`config.mk`:
```
export PLATFORM = sky130hd
export DESIGN_NAME = conv_window_reader
export DESIGN_NICKNAME = d
export VERILOG_FILES = /design/src/rtl/conv_window_reader_pkg.sv /design/src/rtl/conv_window_addr_gen.sv /design/src/rtl/conv_window_reader.sv
export SDC_FILE = /design/constraint.sdc
export NUM_CORES = 1
export LEC_CHECK = 0
export BUFFER_PORTS_ARGS = -buffer_cell sky130_fd_sc_hd__buf_2
export CORE_MARGIN = 10
export CORE_UTILIZATION = 50
export DETAILED_ROUTE_END_ITERATION = 7
export PLACE_DENSITY = 0.73
export SLEW_MARGIN = 0
export SYNTH_ARGS = -nofsm -noshare
export SYNTH_HDL_FRONTEND = slang
export SYNTH_SLANG_ARGS = --single-unit
```
`constraint.sdc`:
```
create_clock -name clk -period 5.91 [get_ports clk]
set_input_delay 1.182 -clock clk [delete_from_list [all_inputs] [get_ports clk]]
set_output_delay 1.182 -clock clk [all_outputs]
set_load 0.05 [all_outputs]
```
`src/rtl/conv_window_reader_pkg.sv`:
```
// Shared sizing helpers, default frame geometry and the reader FSM state encoding.
package conv_window_reader_pkg;

  // Bit count of value; identical to the image RAM's address sizing.
  function automatic int clogb2(input int value);
    int v;
    int n;
    v = value;
    n = 0;
    while (v > 0) begin
      n++;
      v = v >> 1;
    end
    return n;
  endfunction

  function automatic int out_dim(input int img, input int k, input int stride);
    return (img - k) / stride + 1;
  endfunction

  localparam int DEF_IMG_W  = 28;
  localparam int DEF_IMG_H  = 28;
  localparam int DEF_K      = 3;
  localparam int DEF_STRIDE = 1;
  localparam int OUT_W      = out_dim(DEF_IMG_W, DEF_K, DEF_STRIDE);
  localparam int OUT_H      = out_dim(DEF_IMG_H, DEF_K, DEF_STRIDE);
  localparam int WIN_WORDS  = DEF_K * DEF_K;

  typedef enum logic [1:0] {
    IDLE  = 2'd0,
    RUN   = 2'd1,
    DRAIN = 2'd2,
    DONE  = 2'd3
  } state_t;

endpackage

```
`src/rtl/conv_window_addr_gen.sv`:
```
// Window walker: nested kc/kr/oc/orow counters, RAM address arithmetic and
// the per-pixel position flags for the pixel currently addressed.
module conv_window_addr_gen
  import conv_window_reader_pkg::*;
#(
  parameter int IMG_W    = DEF_IMG_W,
  parameter int IMG_H    = DEF_IMG_H,
  parameter int K        = DEF_K,
  parameter int STRIDE   = DEF_STRIDE,
  parameter int ADR_SIZE = 10
) (
  input  logic                clk,
  input  logic                rst,
  input  logic                clear,
  input  logic                step,
  output logic [ADR_SIZE-1:0] adr,
  output logic                first,
  output logic                last,
  output logic                frame_last
);

  localparam int OUT_COLS = out_dim(IMG_W, K, STRIDE);
  localparam int OUT_ROWS = out_dim(IMG_H, K, STRIDE);
  localparam int KW       = clogb2(K);
  localparam int CW       = clogb2(OUT_COLS);
  localparam int RW       = clogb2(OUT_ROWS);
  localparam int AW1      = ADR_SIZE + 1;

  logic [KW-1:0]  kc, kr;
  logic [CW-1:0]  oc;
  logic [RW-1:0]  orow;
  logic           kc_end, kr_end, oc_end, orow_end;
  logic [AW1-1:0] row, col;

  assign kc_end   = (kc == KW'(K - 1));
  assign kr_end   = (kr == KW'(K - 1));
  assign oc_end   = (oc == CW'(OUT_COLS - 1));
  assign orow_end = (orow == RW'(OUT_ROWS - 1));

  // kc is the fastest counter; each wrap carries into the next one out.
  always_ff @(posedge clk) begin
    if (rst || clear) begin
      kc   <= '0;
      kr   <= '0;
      oc   <= '0;
      orow <= '0;
    end else if (step) begin
      if (!kc_end) begin
        kc <= kc + 1'b1;
      end else begin
        kc <= '0;
        if (!kr_end) begin
          kr <= kr + 1'b1;
        end else begin
          kr <= '0;
          if (!oc_end) begin
            oc <= oc + 1'b1;
          end else begin
            oc <= '0;
            orow <= orow_end ? '0 : orow + 1'b1;
          end
        end
      end
    end
  end

  // One extra bit of headroom keeps the products from wrapping before truncation.
  always_comb begin
    row = AW1'(orow) * AW1'(STRIDE) + AW1'(kr);
    col = AW1'(oc) * AW1'(STRIDE) + AW1'(kc);
  end

  assign adr        = ADR_SIZE'(row * AW1'(IMG_W) + col);
  assign first      = (kc == '0) && (kr == '0);
  assign last       = kc_end && kr_end;
  assign frame_last = last && oc_end && orow_end;

endmodule

```
`src/rtl/conv_window_reader.sv`:
```
// Streams every KxK window of a stored frame from the image RAM to the conv MAC
// stage over valid/ready; the RAM read is combinational so data lands in the capture cycle.
module conv_window_reader
  import conv_window_reader_pkg::*;
#(
  parameter  int WORD_SIZE   = 8,
  parameter  int IMG_W       = DEF_IMG_W,
  parameter  int IMG_H       = DEF_IMG_H,
  parameter  int K           = DEF_K,
  parameter  int STRIDE      = DEF_STRIDE,
  parameter  int LENGTH_SIZE = 784,
  localparam int ADR_SIZE    = clogb2(LENGTH_SIZE)
) (
  input  logic                 clk,
  input  logic                 rst,
  input  logic                 start,
  output logic                 busy,
  output logic                 done,
  output logic                 ram_rd,
  output logic                 ram_wr,
  output logic [ADR_SIZE-1:0]  ram_adr,
  input  logic [WORD_SIZE-1:0] ram_data,
  output logic [WORD_SIZE-1:0] win_data,
  output logic                 win_valid,
  input  logic                 win_ready,
  output logic                 win_first,
  output logic                 win_last,
  output logic                 frame_last
);

  state_t              state, state_nx;
  logic                cap;
  logic [ADR_SIZE-1:0] gen_adr;
  logic                gen_first, gen_last, gen_frame_last;

  // A new pixel is fetched whenever the output slot is empty or being drained.
  assign cap = (state == RUN) && (!win_valid || win_ready);

  conv_window_addr_gen #(
    .IMG_W   (IMG_W),
    .IMG_H   (IMG_H),
    .K       (K),
    .STRIDE  (STRIDE),
    .ADR_SIZE(ADR_SIZE)
  ) u_addr_gen (
    .clk       (clk),
    .rst       (rst),
    .clear     ((state == IDLE) && start),
    .step      (cap),
    .adr       (gen_adr),
    .first     (gen_first),
    .last      (gen_last),
    .frame_last(gen_frame_last)
  );

  always_ff @(posedge clk) begin
    if (rst) state <= IDLE;
    else     state <= state_nx;
  end

  always_comb begin
    state_nx = state;
    busy     = 1'b0;
    done     = 1'b0;
    case (state)
      IDLE:  if (start) state_nx = RUN;
      RUN: begin
        busy = 1'b1;
        if (cap && gen_frame_last) state_nx = DRAIN;
      end
      DRAIN: begin
        busy = 1'b1;
        if (win_valid && win_ready) state_nx = DONE;
      end
      DONE: begin
        done     = 1'b1;
        state_nx = IDLE;
      end
      default: state_nx = IDLE;
    endcase
  end

  assign ram_rd  = cap;
  assign ram_wr  = 1'b0;
  assign ram_adr = cap ? gen_adr : '0;

  // Pixel and its position flags are registered together so they stay aligned under stalls.
  always_ff @(posedge clk) begin
    if (rst) begin
      win_data   <= '0;
      win_valid  <= 1'b0;
      win_first  <= 1'b0;
      win_last   <= 1'b0;
      frame_last <= 1'b0;
    end else if (cap) begin
      win_data   <= ram_data;
      win_valid  <= 1'b1;
      win_first  <= gen_first;
      win_last   <= gen_last;
      frame_last <= gen_frame_last;
    end else if (win_valid && win_ready) begin
      win_valid  <= 1'b0;
    end
  end

endmodule

```
# == After elaboration in Yosys (flattened, before gate mapping) ==
# Cells that the tools add are included.
# classes
addsub,7
mul,1
eq_ne,10
muxes,13
n_reduce_logical,20
# op_table
operator,count
adder 5 x 2 -> 6 bit,2
"multiplier 11 x 3 -> 8 bit, second input constant",1
adder 10 bit,1
"adder 5 x 1 -> 5 bit, second input constant",2
"== test 5 bit, second input constant",2
two-way mux 10 bit,1
two-way mux 2 bit,5
two-way mux 5 bit,2
"== test 2 bit, second input constant",4
logical AND 1 bit,8
case mux 2 bit (4 select lines),1
zero test 2 bit,3
AND reduction 3 bit,2
"adder 2 x 1 -> 2 bit, second input constant",2
two-way mux 1 bit,4
"inequality test 2 bit, second input constant",2
AND reduction 4 bit,1
"== test 2 x 1 -> 1 bit, second input constant",1
logical OR 1 bit,2
"inequality test 2 x 1 -> 1 bit, second input constant",1
AND reduction 2 bit,1
nonzero test 2 bit,1
OR reduction 2 bit,1
zero test 1 bit,1
# word_totals
regBits,28
inputBits,12
output_inout_bits,26
elab_cells,61

# == Longest topological paths before layout ==
# Gate-level depths: netlist of run 1.
# logic_depth
ltp_word,7
ltp_mapped,14
ltp_nobuf,14

# == Modules after synthesis ==
# From an unflattened synthesis of run 1, not the netlist that was laid out.
# unflattened
hier_cells,255
hier_area_um2,2095.8
# modules_own_cells
mod,instances,cells_per_inst,area_per_inst_um2,seq_area_each_um2
conv_window_addr_gen,1,168,1392.6,280.3
conv_window_reader,1,87,703.2,280.3

# == Worst setup path after synthesis of run 1 ==
# Ideal clock, no wire load.
# synth_path
kind,register to output
startpoint,register u_addr_gen.orow[0]
endpoint,output ram_adr[8]
t_arrival_ns,3.927
t_required_ns,4.728
setup_slack_ns,0.801
stages_incl_launch_ff,12
path_buffers,0
cell_sequence,dfxtp_1 -> ha_1 -> fa_1 -> xor2_1 -> fa_1 -> ha_1 -> fa_1 -> ha_1 -> a21oi_1 -> nor4_1 -> xnor2_1 -> nor2_1
# synth_between
elab_chain_len,4
# synth_rtl
element,line,rtl
from (decl),conv_window_addr_gen.sv:31,logic [RW-1:0] orow;
from (signal assigned),conv_window_addr_gen.sv:60,orow <= orow_end ? '0 : orow + 1'b1;
adder 5 x 2 -> 6 bit,conv_window_addr_gen.sv:69,row = AW1'(orow) * AW1'(STRIDE) + AW1'(kr);
multiplier 11 x 3 -> 8 bit,conv_window_addr_gen.sv:73,assign adr = ADR_SIZE'(row * AW1'(IMG_W) + col);
adder 10 bit,conv_window_addr_gen.sv:73,
two-way mux 10 bit,conv_window_reader.sv:85,assign ram_adr = cap ? gen_adr : '0;
to (decl),conv_window_reader.sv:21,"output logic [ADR_SIZE-1:0] ram_adr,"
# Every way passes these cells.

# == Worst setup path after layout of run 1 ==
# layout_path
startpoint,register u_addr_gen.orow[0]
endpoint,output ram_adr[9]
# Same word-level chain as after synthesis.

==> impl_metrics.toml, run 1 <==
[clock_network]
cts_sinks = 28
cts_hold_buf = 0
cts_buffers = 3
clock_latency_ps = 270
cts.clk_slew.worst_paths_ps = 90
cts.htree.levels = 1
cts_tree = "done"
cts.path.max_buffers = 2
root_buffer = "clkbuf_8"
ctsResizeCount = 0
cts_setup_buffers = 0

[placement]
io_buffers = 36
dpl.cell_count = 321
place_hpwl_mm = 3.507
globalplace.congestion = 0.7752

[synthesis]
syn_area_per_cell_um2 = 8.549
yosysUniqueCellTypes = 51
yosysTopAreaCell = "dfxtp_1"
synth.net_count = 289
ys_top_cells_by_area = "dfxtp_1 27%, ha_1 16%, a21oi_1 6.9%, nand2_1 5.4%, fa_1 4.8%"
ys_seq_elements = 28
yosys-top-cells-count = "30 x nand2_1, 29 x a21oi_1, 28 x dfxtp_1, 27 x ha_1, 20 x nor2_1"
synth_edf_count = 0
synthArstFlopShare = 0
syn_area_um2 = 2095
synthFlopType = "dfxtp_1"
synthMostInstantiatedCell = "nand2_1"
yosys_warnings = 0
synth_seq_area_share = 0.2676
netlist.area_leader.share = 0.2676
synthCells = 245

[critical_path]
rr_startpoint = "state[1]$_SDFFE_PP0P_"
crit_path_end_kind = "output pin"
r2r_setup_slack_ps = 3810
rr_worst_depth = 7
startpoint_type = "flip-flop"
crit_arrival_ps = 4170
cp_max_fo = 6
path_class = "reg -> out"
crit_required_ps = 4730
rr_endpoint = "u_addr_gen.kr[0]$_SDFFE_PP0P_"

[timing]
slew_headroom = 0.6008
max_freq_mhz = 186.9
finalCritPeriodShare = 0.9055
rsz0062_at_grt = "false"
setup_violations = 0
maxSlewViolCount = 0
worst-slew-pin-transition_ps = 597.4
hold_viol_final = 0
finalClockSkew_ps = 5.199
setup_tns_ps = 0
min_period_ps = 5351

[finish]
drive_gt1_frac = 0.1752
regArea_um2 = 560.5
antenna_cells = 0
synthToLayoutAreaGrowth_pct = 10.63
utilization = 0.5752
multi_input_area_um2 = 1431
final_nets = 320
nFillCells = 362
layoutNonFillerInstCount = 324

[floorplanning]
die_area_um2 = 7177
io_pins = 38
die_x_um = 84.72
rows = 23
core_area_um2 = 4029
start_util = 0.5199
die-height_um = 84.72

[global_routing]
grt_max_degree = 20
track_usage = 0.1250
grt_pass1_vias = 1687
grt_pass1_wl_mm = 7.734
antenna_found_initial = 0
gr-total-overflow = 0

[drt]
dr.pass1.iters = 4
wl_per_cell_um = 13.63
drt-total-wl_mm = 4.416
vias = 1724
first_iter_violations = 80
viasPerCell = 5.321
drcViolationCount = 0
ant_nets = 0

[hold_path]
hp-class = "reg -> reg"
min_to = "win_data[7]$_SDFFE_PP0P_"
worstHoldStart = "win_data[7]$_SDFFE_PP0P_"
whs_path_depth = 2

[job]
maxCapViolations = 0

[pwr]
p_per_area_nw_per_um2 = 270.2
p_leak_nw = 1.140
peakVddDrop_mv = 0.1460

[run_status]
status = "finished, final reports clean"
-- logic make-up after synthesis --
group                      synth area share
and+or+nand+nor                      0.2174
AOI/OAI and AO/OA                    0.1661
adders and majority gates            0.2091
DFF                                  0.2676
buffers and inverters               0.04898
xor gates and xnor gates            0.07945
muxes                              0.009558
other                              0.001790
-- power by group --
part / leakage, nW / switching, W / total (W) / internal (W)
Clock: 0.0216 / 0.0000538 / 0.0000995 / 0.0000457
Sequential: 0.227 / 0.0000185 / 0.000233 / 0.000214
Combinational: 0.892 / 0.000219 / 0.000294 / 0.0000746
-- layout by cell type (no fill, tap or decap), types with 2 or more instances in the layout --
cell type / n
o21ai_0: 4
nand4_1: 2
and3_1: 4
or3_1: 3
mux2i_1: 2
a31o_2: 2
a21o_1: 6
a41oi_1: 2
fa_1: 5
a311oi_1: 2
nand3_1: 8
nand3b_1: 2
nand2_1: 30
ha_1: 27
a21oi_1: 29
xnor2_1: 11
inv_1: 10
nor2_1: 20
dfxtp_1: 28
and4b_1: 2
nor2b_1: 4
xor2_1: 8
buf_2: 36
clkbuf_8: 3
-- registers in the layout, indices dropped and copies added, names as in the netlist --
name,flops
win_valid,1
state,2
win_last,1
u_addr_gen.kc,2
frame_last,1
win_first,1
u_addr_gen.orow,5
u_addr_gen.kr,2
win_data,8
u_addr_gen.oc,5
-- critical path, cell delays in order, from the launching register on --
cell and delay [ps]:
dfxtp_1 360, ha_1 250, fa_1 450, xor2_1 430
fa_1 510, ha_1 220, fa_1 440, ha_1 360
a21oi_1 170, a21oi_1 120, a32o_1 280, nand2_1 50
buf_2 260
-- layout make-up --
| class | count | share of cell area |
|---|---|---|
| multi-input cells | 196 | 0.6177 |
| flip-flops and latches | 28 | 0.2419 |
| repair buffers | 36 | 0.07775 |
| well taps | 50 | 0.02700 |
| clock buffers | 3 | 0.01782 |
| inverters | 11 | 0.01782 |
-- how the worst max path moves through the flow --
stage,to,depth (start not counted),from,slack [ps]
final,ram_adr[9],12,u_addr_gen.orow[0]$_SDFFE_PP0P_,560
after global routing,ram_adr[9],12,u_addr_gen.orow[0]$_SDFFE_PP0P_,320
after CTS,ram_adr[9],12,u_addr_gen.orow[0]$_SDFFE_PP0P_,530
after detailed placement,ram_adr[9],12,u_addr_gen.orow[0]$_SDFFE_PP0P_,840
after global placement,ram_adr[9],12,u_addr_gen.orow[0]$_SDFFE_PP0P_,910
after floorplan,ram_adr[8],11,u_addr_gen.orow[0]$_SDFFE_PP0P_,800
-- routing by layer --
| layer | global-route usage | wire [um] |
|---|---|---|
| met3 | 0.03478 | 232 |
| met2 | 0.2141 | 2062 |
| met1 | 0.1462 | 2063 |
| met4 | 0.04042 | 57 |
| met5 | 0 | 0 |
-- metrics by stage --
step / hold slack [ps] / cell area [um2] / total power, W / setup slack [ps]
after floorplan: 483.7 / 2095 / 0.0004740 / 800.6
after global placement: 440.0 / 2276 / 0.0005313 / 911.9
after detailed placement: 443.2 / 2276 / 0.0005338 / 838.7
after CTS: 454.3 / 2317 / 0.0006352 / 530.8
after global routing: 476.9 / 2317 / 0.0006782 / 320.6
final: 452.8 / 2317 / 0.0006262 / 558.6
Power figures use the tool's default switching activity.
==> inputs of run 2 (changes only) <==
--- a/config.mk
+++ b/config.mk
@@ -7,9 +7,10 @@
 export LEC_CHECK = 0
 export BUFFER_PORTS_ARGS = -buffer_cell sky130_fd_sc_hd__buf_2
 export CORE_MARGIN = 10
-export CORE_UTILIZATION = 50
+export CORE_UTILIZATION = 55
+export CTS_BUF_LIST = sky130_fd_sc_hd__clkbuf_4
 export DETAILED_ROUTE_END_ITERATION = 7
-export PLACE_DENSITY = 0.73
+export PLACE_DENSITY = 0.79
 export SLEW_MARGIN = 0
 export SYNTH_ARGS = -nofsm -noshare
 export SYNTH_HDL_FRONTEND = slang
==> run 2 against run 1 <==
Total power is 2.5% lower. Worst hold slack better by 10 ps. Sequential share of layout area is 0.18 points higher. Utilization is 5.3 points higher. Clock skew is 6.7 ps higher. Routed wire length is 3.3% lower. Register-to-register slack worse by 100 ps. Cell area is 0.76% lower. Critical endpoint unchanged. Largest cell class unchanged. Highest routed layer unchanged.
==> impl_metrics.toml, run 2 (synthesis results as in run 1) <==
[run_status]
status = "finished, final reports clean"

[floorplanning]
die_x_um = 81.71
die-height_um = 81.71
io_pins = 38
start_util = 0.5721
rows = 22
core_area_um2 = 3661
die_area_um2 = 6677

[timing]
min_period_ps = 5436
setup_tns_ps = 0
slew_headroom = 0.5418
maxSlewViolCount = 0
hold_viol_final = 0
worst-slew-pin-transition_ps = 685.6
finalCritPeriodShare = 0.9197
setup_violations = 0
rsz0062_at_grt = "false"
finalClockSkew_ps = 11.86
max_freq_mhz = 184.0

[finish]
layoutNonFillerInstCount = 323
layout_common_cells = "36 x buf_2, 30 x nand2_1, 29 x a21oi_1"
final_common_cell = "buf_2"
reg.largest.list = "win_data (8), u_addr_gen.oc (5), u_addr_gen.orow (5)"
synthToLayoutAreaGrowth_pct = 9.797
antenna_cells = 0
final_nets = 320
regMostFlops = "win_data"
drive_gt1_frac = 0.1745
nFillCells = 341
largest_register_ffs = 8

[drt]
wl_per_cell_um = 13.22
vias = 1737
drcViolationCount = 0
viasPerCell = 5.378
ant_nets = 0
first_iter_violations = 85
dr.pass1.iters = 4
drt-total-wl_mm = 4.271

[global_routing]
track_usage = 0.1279
grt_pass1_wl_mm = 7.051
grt_pass1_vias = 1629
grt_max_degree = 20
antenna_found_initial = 0
gr-total-overflow = 0

[clock_network]
cts_sinks = 28
cts_hold_buf = 0
cts.clk_slew.worst_paths_ps = 130
cts_setup_buffers = 0
cts.htree.levels = 1
cts.path.max_buffers = 2
cts_tree = "done"
root_buffer = "clkbuf_4"
cts_buffers = 3
ctsResizeCount = 0
clock_latency_ps = 330

[placement]
place_hpwl_mm = 3.387
io_buffers = 36
globalplace.congestion = 0.8051
dpl.cell_count = 319

[job]
maxCapViolations = 0

[pwr]
peakVddDrop_mv = 0.1692
p_leak_nw = 1.134
p_per_area_nw_per_um2 = 265.4

[critical_path]
rr_worst_depth = 7
path_class = "reg -> out"
crit_arrival_ps = 4250
crit_required_ps = 4730
cp_max_fo = 6
startpoint_type = "flip-flop"
crit_path_end_kind = "output pin"

[hold_path]
hp-class = "reg -> reg"
whs_path_depth = 2
## run 2: cell types whose count changed in the layout (fill, tap and decap cells not counted)
| cell | before | now |
|---|---|---|
| clkbuf_4 | 0 | 3 |
| clkbuf_8 | 3 | 0 |
| clkinv_1 | 0 | 1 |
## run 2: worst max-delay path: stages (launching register included)
cell and delay, ps:
dfxtp_1 380, ha_1 250, fa_1 450, xor2_1 450, fa_1 510, ha_1 220
fa_1 440, ha_1 360, a21oi_1 160, a21oi_1 130, a32o_1 280, nand2_1 50
buf_2 250
## run 2: final cells by class
cell class	count	area [um2]	share of cell area
inverter	11	41.29	0.01795
multi-input combinational	196	1431	0.6224
clock inverter	1	3.754	0.001632
clock buffer	3	22.52	0.009793
timing repair buffer	36	180.2	0.07835
tap	48	60.06	0.02612
sequential	28	560.5	0.2437
## run 2: power by group
part	leakage, nW	switching, W	internal, W	total [W]
clock	0.0154	0.0000534	0.0000248	0.0000782
sequential	0.227	0.0000185	0.000214	0.000233
combinational	0.892	0.000224	0.0000756	0.000299
total	1.13	0.000296	0.000315	0.000610
## run 2: final timing paths
path,start,endpoint,slack (ps)
max,u_addr_gen.orow[0]$_SDFFE_PP0P_,ram_adr[9],470
min,frame_last$_SDFFE_PP0P_,frame_last$_SDFFE_PP0P_,460
max reg2reg,state[1]$_SDFFE_PP0P_,u_addr_gen.kr[0]$_SDFFE_PP0P_,3710
min reg2reg,frame_last$_SDFFE_PP0P_,frame_last$_SDFFE_PP0P_,460
## run 2: stage by stage
stage	area, um2	util	hold slack [ps]	setup WS (ps)	power, W
finish	2300	0.6282	463.1	474.5	0.0006104
global route	2300	0.6282	479.9	221.4	0.0006483
CTS	2300	0.6282	462.7	454.8	0.0006176
detailed placement	2273	0.6210	443.8	844.3	0.0005387
global placement	2273	0.6210	437.9	929.9	0.0005337
floorplan	2095	-	483.7	800.6	0.0004740
## run 2: routing by layer
metal	GRT usage	part of all wire	vias to the layer above
met5	0	0	-
met1	0.1456	0.46	815
li1	-	-	908
met2	0.2378	0.51	12
met3	0.03275	0.030	2
met4	0.02041	0.0035	0
